===== config.mk =====
export PLATFORM = sky130hd
export DESIGN_NAME = router_input_port_flat
export DESIGN_NICKNAME = d
export VERILOG_FILES = /design/src/rtl/noc_pkg.sv /design/src/rtl/router_input_port_if.sv /design/src/rtl/vc_fifo.sv /design/src/rtl/router_input_port.sv /design/src/flat_wrapper.sv
export SDC_FILE = /design/constraint.sdc
export NUM_CORES = 1
export LEC_CHECK = 0
export ABC_AREA = 1
export CORE_MARGIN = 1
export CORE_UTILIZATION = 35
export CTS_CLUSTER_DIAMETER = 150
export CTS_CLUSTER_SIZE = 30
export DETAILED_ROUTE_END_ITERATION = 16
export PLACE_DENSITY = 0.61
export SYNTH_ARGS = -nofsm -noshare
export SYNTH_HDL_FRONTEND = slang
export SYNTH_HIERARCHICAL = 1
export SYNTH_SLANG_ARGS = --single-unit

===== constraint.sdc =====
create_clock -name clk -period 8.9 [get_ports clk]
set_clock_uncertainty 0.15 [all_clocks]
set_input_delay 2.67 -clock clk [delete_from_list [all_inputs] [get_ports clk]]
set_output_delay 2.67 -clock clk [all_outputs]
set_load 0.005 [all_outputs]

===== src/rtl/noc_pkg.sv =====
// Shared mesh-router constants: flit field positions, output direction indices, default width.
// Pure declarations; no logic, no latency, no flow control.
package noc_pkg;
    localparam int DATA_WIDTH_DEF = 64;

    localparam int VC_BIT    = 63;
    localparam int DIR_X_BIT = 62;
    localparam int DIR_Y_BIT = 61;
    localparam int HOP_X_LSB = 52;
    localparam int HOP_Y_LSB = 48;
    localparam int HOP_W     = 4;

    localparam int DIR_N    = 0;
    localparam int DIR_S    = 1;
    localparam int DIR_E    = 2;
    localparam int DIR_W    = 3;
    localparam int DIR_PE   = 4;
    localparam int NUM_DIRS = 5;
endpackage


===== src/rtl/router_input_port_if.sv =====
// Link + crossbar-side bundle of one router input port.
// master drives flits and grants; slave (the input port) answers with ready, requests and data.
interface router_input_port_if import noc_pkg::*; #(
    parameter int DATA_WIDTH = DATA_WIDTH_DEF
);
    logic                  in_si;
    logic                  in_ri;
    logic [DATA_WIDTH-1:0] in_di;
    logic                  req_n;
    logic                  req_s;
    logic                  req_e;
    logic                  req_w;
    logic                  req_pe;
    logic                  gnt;
    logic [DATA_WIDTH-1:0] data_out;

    modport master (
        output in_si, in_di, gnt,
        input  in_ri, req_n, req_s, req_e, req_w, req_pe, data_out
    );

    modport slave (
        input  in_si, in_di, gnt,
        output in_ri, req_n, req_s, req_e, req_w, req_pe, data_out
    );
endinterface


===== src/rtl/vc_fifo.sv =====
// Per-VC circular flit buffer with occupancy counter; head is visible combinationally.
// Latency: pushed flit becomes head the cycle after the push edge; push when full / pop when empty are ignored.
module vc_fifo #(
    parameter int DATA_WIDTH = 64,
    parameter int DEPTH      = 2
) (
    input  logic                  clk,
    input  logic                  reset,
    input  logic                  i_push,
    input  logic                  i_pop,
    input  logic [DATA_WIDTH-1:0] i_din,
    output logic                  o_full,
    output logic                  o_empty,
    output logic [DATA_WIDTH-1:0] o_head
);
    localparam int PTR_W = (DEPTH > 1) ? $clog2(DEPTH) : 1;
    localparam int CNT_W = $clog2(DEPTH + 1);
    localparam logic [PTR_W-1:0] PTR_LAST = PTR_W'(DEPTH - 1);

    logic [DATA_WIDTH-1:0] r_mem [DEPTH];
    logic [PTR_W-1:0]      r_wr_ptr;
    logic [PTR_W-1:0]      r_rd_ptr;
    logic [CNT_W-1:0]      r_cnt;
    logic                  w_do_push;
    logic                  w_do_pop;

    assign o_full    = (r_cnt == CNT_W'(DEPTH));
    assign o_empty   = (r_cnt == '0);
    assign o_head    = r_mem[r_rd_ptr];
    assign w_do_push = i_push && !o_full;
    assign w_do_pop  = i_pop && !o_empty;

    always_ff @(posedge clk) begin
        if (w_do_push) begin
            r_mem[r_wr_ptr] <= i_din;
        end
    end

    // Explicit wrap keeps DEPTH=1 correct where the pointer is wider than needed.
    always_ff @(posedge clk) begin
        if (reset) begin
            r_wr_ptr <= '0;
            r_rd_ptr <= '0;
            r_cnt    <= '0;
        end else begin
            if (w_do_push) begin
                r_wr_ptr <= (r_wr_ptr == PTR_LAST) ? '0 : r_wr_ptr + 1'b1;
            end
            if (w_do_pop) begin
                r_rd_ptr <= (r_rd_ptr == PTR_LAST) ? '0 : r_rd_ptr + 1'b1;
            end
            r_cnt <= r_cnt + CNT_W'(w_do_push) - CNT_W'(w_do_pop);
        end
    end
endmodule


===== src/rtl/router_input_port.sv =====
// Mesh-router input port: two polarity-interleaved VC buffers plus XY route computation on the draining VC.
// Latency: flit accepted at edge t requests in the next cycle whose polarity equals its VC; in_ri drops while the link VC is full.
module router_input_port import noc_pkg::*; #(
    parameter int DATA_WIDTH = DATA_WIDTH_DEF,
    parameter int DEPTH      = 2
) (
    input  logic              clk,
    input  logic              reset,
    input  logic              polarity,
    router_input_port_if.slave bus,
    output logic              err_vc
);
    logic                  w_full0, w_full1;
    logic                  w_empty0, w_empty1;
    logic [DATA_WIDTH-1:0] w_head0, w_head1;
    logic [DATA_WIDTH-1:0] w_head;
    logic                  w_head_vld;
    logic [HOP_W-1:0]      w_hop_x, w_hop_y;
    logic                  w_accept;
    logic                  w_vc_ok;
    logic                  w_push;
    logic                  w_pop;
    logic [NUM_DIRS-1:0]   w_req;
    logic [DATA_WIDTH-1:0] w_data_out;
    logic                  r_err_vc;

    // VC ~polarity faces the link, VC polarity drains toward the crossbar.
    assign bus.in_ri = polarity ? !w_full0 : !w_full1;
    assign w_accept  = bus.in_si && bus.in_ri;
    assign w_vc_ok   = (bus.in_di[VC_BIT] == ~polarity);
    assign w_push    = w_accept && w_vc_ok;
    assign w_pop     = bus.gnt && (|w_req);

    vc_fifo #(.DATA_WIDTH(DATA_WIDTH), .DEPTH(DEPTH)) u_vc0 (
        .clk     (clk),
        .reset   (reset),
        .i_push  (w_push && polarity),
        .i_pop   (w_pop && !polarity),
        .i_din   (bus.in_di),
        .o_full  (w_full0),
        .o_empty (w_empty0),
        .o_head  (w_head0)
    );

    vc_fifo #(.DATA_WIDTH(DATA_WIDTH), .DEPTH(DEPTH)) u_vc1 (
        .clk     (clk),
        .reset   (reset),
        .i_push  (w_push && !polarity),
        .i_pop   (w_pop && polarity),
        .i_din   (bus.in_di),
        .o_full  (w_full1),
        .o_empty (w_empty1),
        .o_head  (w_head1)
    );

    assign w_head     = polarity ? w_head1 : w_head0;
    assign w_head_vld = polarity ? !w_empty1 : !w_empty0;
    assign w_hop_x    = w_head[HOP_X_LSB +: HOP_W];
    assign w_hop_y    = w_head[HOP_Y_LSB +: HOP_W];

    // XY routing: exhaust X hops first, then Y, then eject to the local PE.
    always_comb begin
        w_req      = '0;
        w_data_out = '0;
        if (w_head_vld) begin
            w_data_out = w_head;
            if (w_hop_x != '0) begin
                w_req[w_head[DIR_X_BIT] ? DIR_W : DIR_E] = 1'b1;
                w_data_out[HOP_X_LSB +: HOP_W] = w_hop_x - 4'd1;
            end else if (w_hop_y != '0) begin
                w_req[w_head[DIR_Y_BIT] ? DIR_S : DIR_N] = 1'b1;
                w_data_out[HOP_Y_LSB +: HOP_W] = w_hop_y - 4'd1;
            end else begin
                w_req[DIR_PE] = 1'b1;
            end
        end
    end

    assign bus.req_n    = w_req[DIR_N];
    assign bus.req_s    = w_req[DIR_S];
    assign bus.req_e    = w_req[DIR_E];
    assign bus.req_w    = w_req[DIR_W];
    assign bus.req_pe   = w_req[DIR_PE];
    assign bus.data_out = w_data_out;

    always_ff @(posedge clk) begin
        if (reset) begin
            r_err_vc <= 1'b0;
        end else if (w_accept && !w_vc_ok) begin
            r_err_vc <= 1'b1;
        end
    end

    assign err_vc = r_err_vc;
endmodule


===== src/flat_wrapper.sv =====
// flat-port wrapper written by rule: the top's interface ports become plain ports
module router_input_port_flat import noc_pkg::*;
#(
    parameter int DATA_WIDTH = DATA_WIDTH_DEF,
    parameter int DEPTH      = 2
)
  (clk, reset, polarity, err_vc, bus_in_si, bus_in_di, bus_gnt, bus_in_ri, bus_req_n, bus_req_s, bus_req_e, bus_req_w, bus_req_pe, bus_data_out);
  router_input_port_if #(.DATA_WIDTH(DATA_WIDTH)) bus_i ();
  input  logic clk;
  input  logic reset;
  input  logic polarity;
  output logic err_vc;
  input wire logic [$bits(bus_i.in_si)-1:0] bus_in_si;
  input wire logic [$bits(bus_i.in_di)-1:0] bus_in_di;
  input wire logic [$bits(bus_i.gnt)-1:0] bus_gnt;
  output wire logic [$bits(bus_i.in_ri)-1:0] bus_in_ri;
  output wire logic [$bits(bus_i.req_n)-1:0] bus_req_n;
  output wire logic [$bits(bus_i.req_s)-1:0] bus_req_s;
  output wire logic [$bits(bus_i.req_e)-1:0] bus_req_e;
  output wire logic [$bits(bus_i.req_w)-1:0] bus_req_w;
  output wire logic [$bits(bus_i.req_pe)-1:0] bus_req_pe;
  output wire logic [$bits(bus_i.data_out)-1:0] bus_data_out;
  assign bus_i.in_si = bus_in_si;
  assign bus_i.in_di = bus_in_di;
  assign bus_i.gnt = bus_gnt;
  assign bus_in_ri = bus_i.in_ri;
  assign bus_req_n = bus_i.req_n;
  assign bus_req_s = bus_i.req_s;
  assign bus_req_e = bus_i.req_e;
  assign bus_req_w = bus_i.req_w;
  assign bus_req_pe = bus_i.req_pe;
  assign bus_data_out = bus_i.data_out;
  router_input_port #(.DATA_WIDTH(DATA_WIDTH), .DEPTH(DEPTH)) u_core (.clk(clk), .reset(reset), .polarity(polarity), .bus(bus_i), .err_vc(err_vc));
endmodule

==> results.ini <==
[power_and_ir_drop]
ir_drop_uv=120
power_density_nw_per_um2=160
leakagePower_nw=5.55
power_w=0.00226

[floorplan]
ios=140
die_x_um=188
start_util=0.359
die-area_um2=35400
core_um2=33800
rows=67
die_h_um=188

[route]
viasPerCell=4.50
first_pass_iters=4
routedWlPerCell_um=17.0
drt_iter0_drc=340
final_antenna_net_count=0
vias=6556
route.detailed.drc=0
postRouteWirelength_mm=24.7

[worst_setup_path]
r2r_cells=10
end_kind=output port
startpoint_type=input port
critPathBufInv=4
cp_data_required_time_ps=6080
cpMaxStageDelayCell=clkdlybuf4s50_1
cp_cell_sequence=buf_4, inv_8, nand2_1, nand2_1, inv_1, ha_1, nand3_4, nor2_8, o21ai_1, a21oi_1, clkdlybuf4s50_1
cp_common_cell=nand2_1
slowest_delay_ps=570
r2r_end=u_core/u_vc1/r_mem[0][25]
r2r-start=u_core/u_vc1/r_cnt[0]
crit_type=in2out
cp_top_family=buffers and inverters
r2r_slack_ps=5470
worstPathArrival_ps=4950
path_max_fanout=39

[timing]
worst_slew_pin_slew_ps=1090
setup-tns-final_ps=0
hold-worst-slack_ps=336
rsz0062_at_grt=false
finalHoldViolations=0
slew-limit-headroom=0.275
slew_violations=0
clock.fmax_ghz=0.129
period_needed_ps=7770
fin_crit_sh=0.873
final-setup-viol-count=0

[yosys]
synthMuxAreaShare=0.156
synth_fa_ha_area_frac=0.00620
ys_top_cells_by_area=edfxtp_1 63%, mux2_4 15%, nand2_1 8.1%, inv_1 2.8%, buf_12 2.1%
yosysTopAreaCell=edfxtp_1
synth-seq-area-share=0.653
synth_area_um2=12100
syn-num-nets=950
synth_compound_area_frac=0.00991
synthCells=875
synth-xor-area-share=0.00145
yosys.area_share.simple=0.110
syn_avg_cell_area_um2=13.8
synth_top_family_by_area=multiplexers
yosysWarnings=6
synth_seq_cells=267
ys_types=33
synth_top_area_share=0.635

[finish]
drive_above_1_share=0.182
final_util=0.418
layout_commonest_cell=nand2_1
syn_to_final_growth_pct=16.5
finalNetCount=1080
stdcell_count=1458
final_cell_mix=260 x nand2_1, 256 x edfxtp_1, 138 x clkdlybuf4s50_1

[global_routing]
grt_first_pass_wirelength_mm=38.0
gr-total-overflow=0
track_usage=0.140
grt_max_degree=48
grt_antenna_before_repair=2
grt_pass1_vias=6634

[place]
portBuffers=139
dp_hpwl_mm=14.7
gp_congestion=0.764
post-place-cells=1439

[outcome]
outcome=finished, final reports clean

[clock_network]
cts_setup_buffers=0
numCtsBuffers=12
cts_max_path_buffers=3
cts_sinks=267
clkTransAtPathRegs_ps=110
cts_tree=yes
htreeDepth=1
clk_latency_ps=480
hold_buffers=0
ctsResizeCount=0
cts_root_buf=clkbuf_16

[worst_hold_path]
hold_path_depth=2
hp-class=reg2reg
holdPathEnd=u_core/err_vc
hp-start=u_core/err_vc

[run]
maxCapViolCount=0

## state kept, by name, indices dropped and copies added, names as in the netlist, named ones only
| register | flops |
|---|---|
| u_core/u_vc0/r_mem | 128 |
| u_core/u_vc1/r_mem | 128 |
| u_core/u_vc0/r_cnt | 2 |
| u_core/u_vc1/r_cnt | 2 |
| u_core/err_vc | 1 |
| u_core/u_vc0/r_rd_ptr | 1 |
| u_core/u_vc0/r_wr_ptr | 1 |
| u_core/u_vc1/r_rd_ptr | 1 |
| u_core/u_vc1/r_wr_ptr | 1 |
## kinds of logic (layout without fill, tap and decap cells)
kind of cell,after synthesis,count (layout)
AO/OA/AOI/OAI,17,17
multiplexers,128,128
flip-flops,267,267
buffers and inverters,129,262
XOR/XNOR,2,2
adder cells (fa/ha/maj),6,6
other,0,2
AND/OR/NAND/NOR,326,326
## synth_stat cells
cell type / instances
nand3b_1: 1
nand3_2: 1
xnor2_1: 2
mux2_4: 120
nor3_1: 5
nand2_1: 260
edfxtp_1: 256
o21ai_0: 1
inv_1: 90
o21ai_1: 4
ha_1: 6
or2_2: 1
buf_6: 5
buf_12: 13
inv_2: 3
nand3_1: 9
dfxtp_1: 11
o21ai_2: 3
or2_1: 3
buf_4: 5
nor2_8: 1
nand3_4: 1
mux2_2: 8
nor2_2: 1
nand2_4: 4
clkbuf_1: 4
o21ai_4: 2
buf_2: 8
inv_8: 1
nand2_2: 4
nor2_1: 35
a31oi_1: 1
a21oi_1: 6
## layout make-up
class                   instances  area, um^2
diodes                          2        5.00
clock buffers                  16         337
clock inverters                 1        5.00
fillers                      3142       19700
inverters                      94         363
multi-input cells             479        3450
flip-flops and latches        267        7920
well taps                     448         561
repair buffers                151        1480
## worst min-delay path, stage by stage, from the launching register on
cell	delay, ps
dfxtp_1	350
a31oi_1	40
nor2_1	70
## report_power, final
group	leakage [nW]	internal (W)	switching (W)	total (W)
Combinational	2.98	0.000103	0.000108	0.000211
Clock	0.168	0.000270	0.000369	0.000640
Sequential	2.41	0.00140	0.00000667	0.00141
## through the flow
stage / worst slack [ps] / cell area [um^2]
detailed placement: 1110 / 13800
finish: 1130 / 14100
floorplan: 1930 / 12100
CTS: 1100 / 14100
global placement: 1090 / 13800
global route: 996 / 14100
## routing by layer
metal | vias to the layer above | GRT usage | wire, um
met1 | 3210 | 0.180 | 11400
met4 | 0 | 0.0300 | 436
met3 | 20 | 0.0238 | 986
met2 | 122 | 0.245 | 11900
li1 | 3204 | - | -
met5 | - | 0 | 0
## worst max-delay path by stage
stage,depth (start not counted),from,slack (ps),to
4_1_cts,11,polarity,1100,bus_data_out[53]
5_1_grt,13,polarity,1000,bus_data_out[51]
6_report,11,polarity,1130,bus_data_out[53]
3_5_place_dp,11,polarity,1110,bus_data_out[53]
3_3_place_gp,11,polarity,1090,bus_data_out[53]
2_1_floorplan,8,polarity,1930,u_core/u_vc0/r_mem[0][0]
Note: power is estimated with default switching activity, not from simulation.
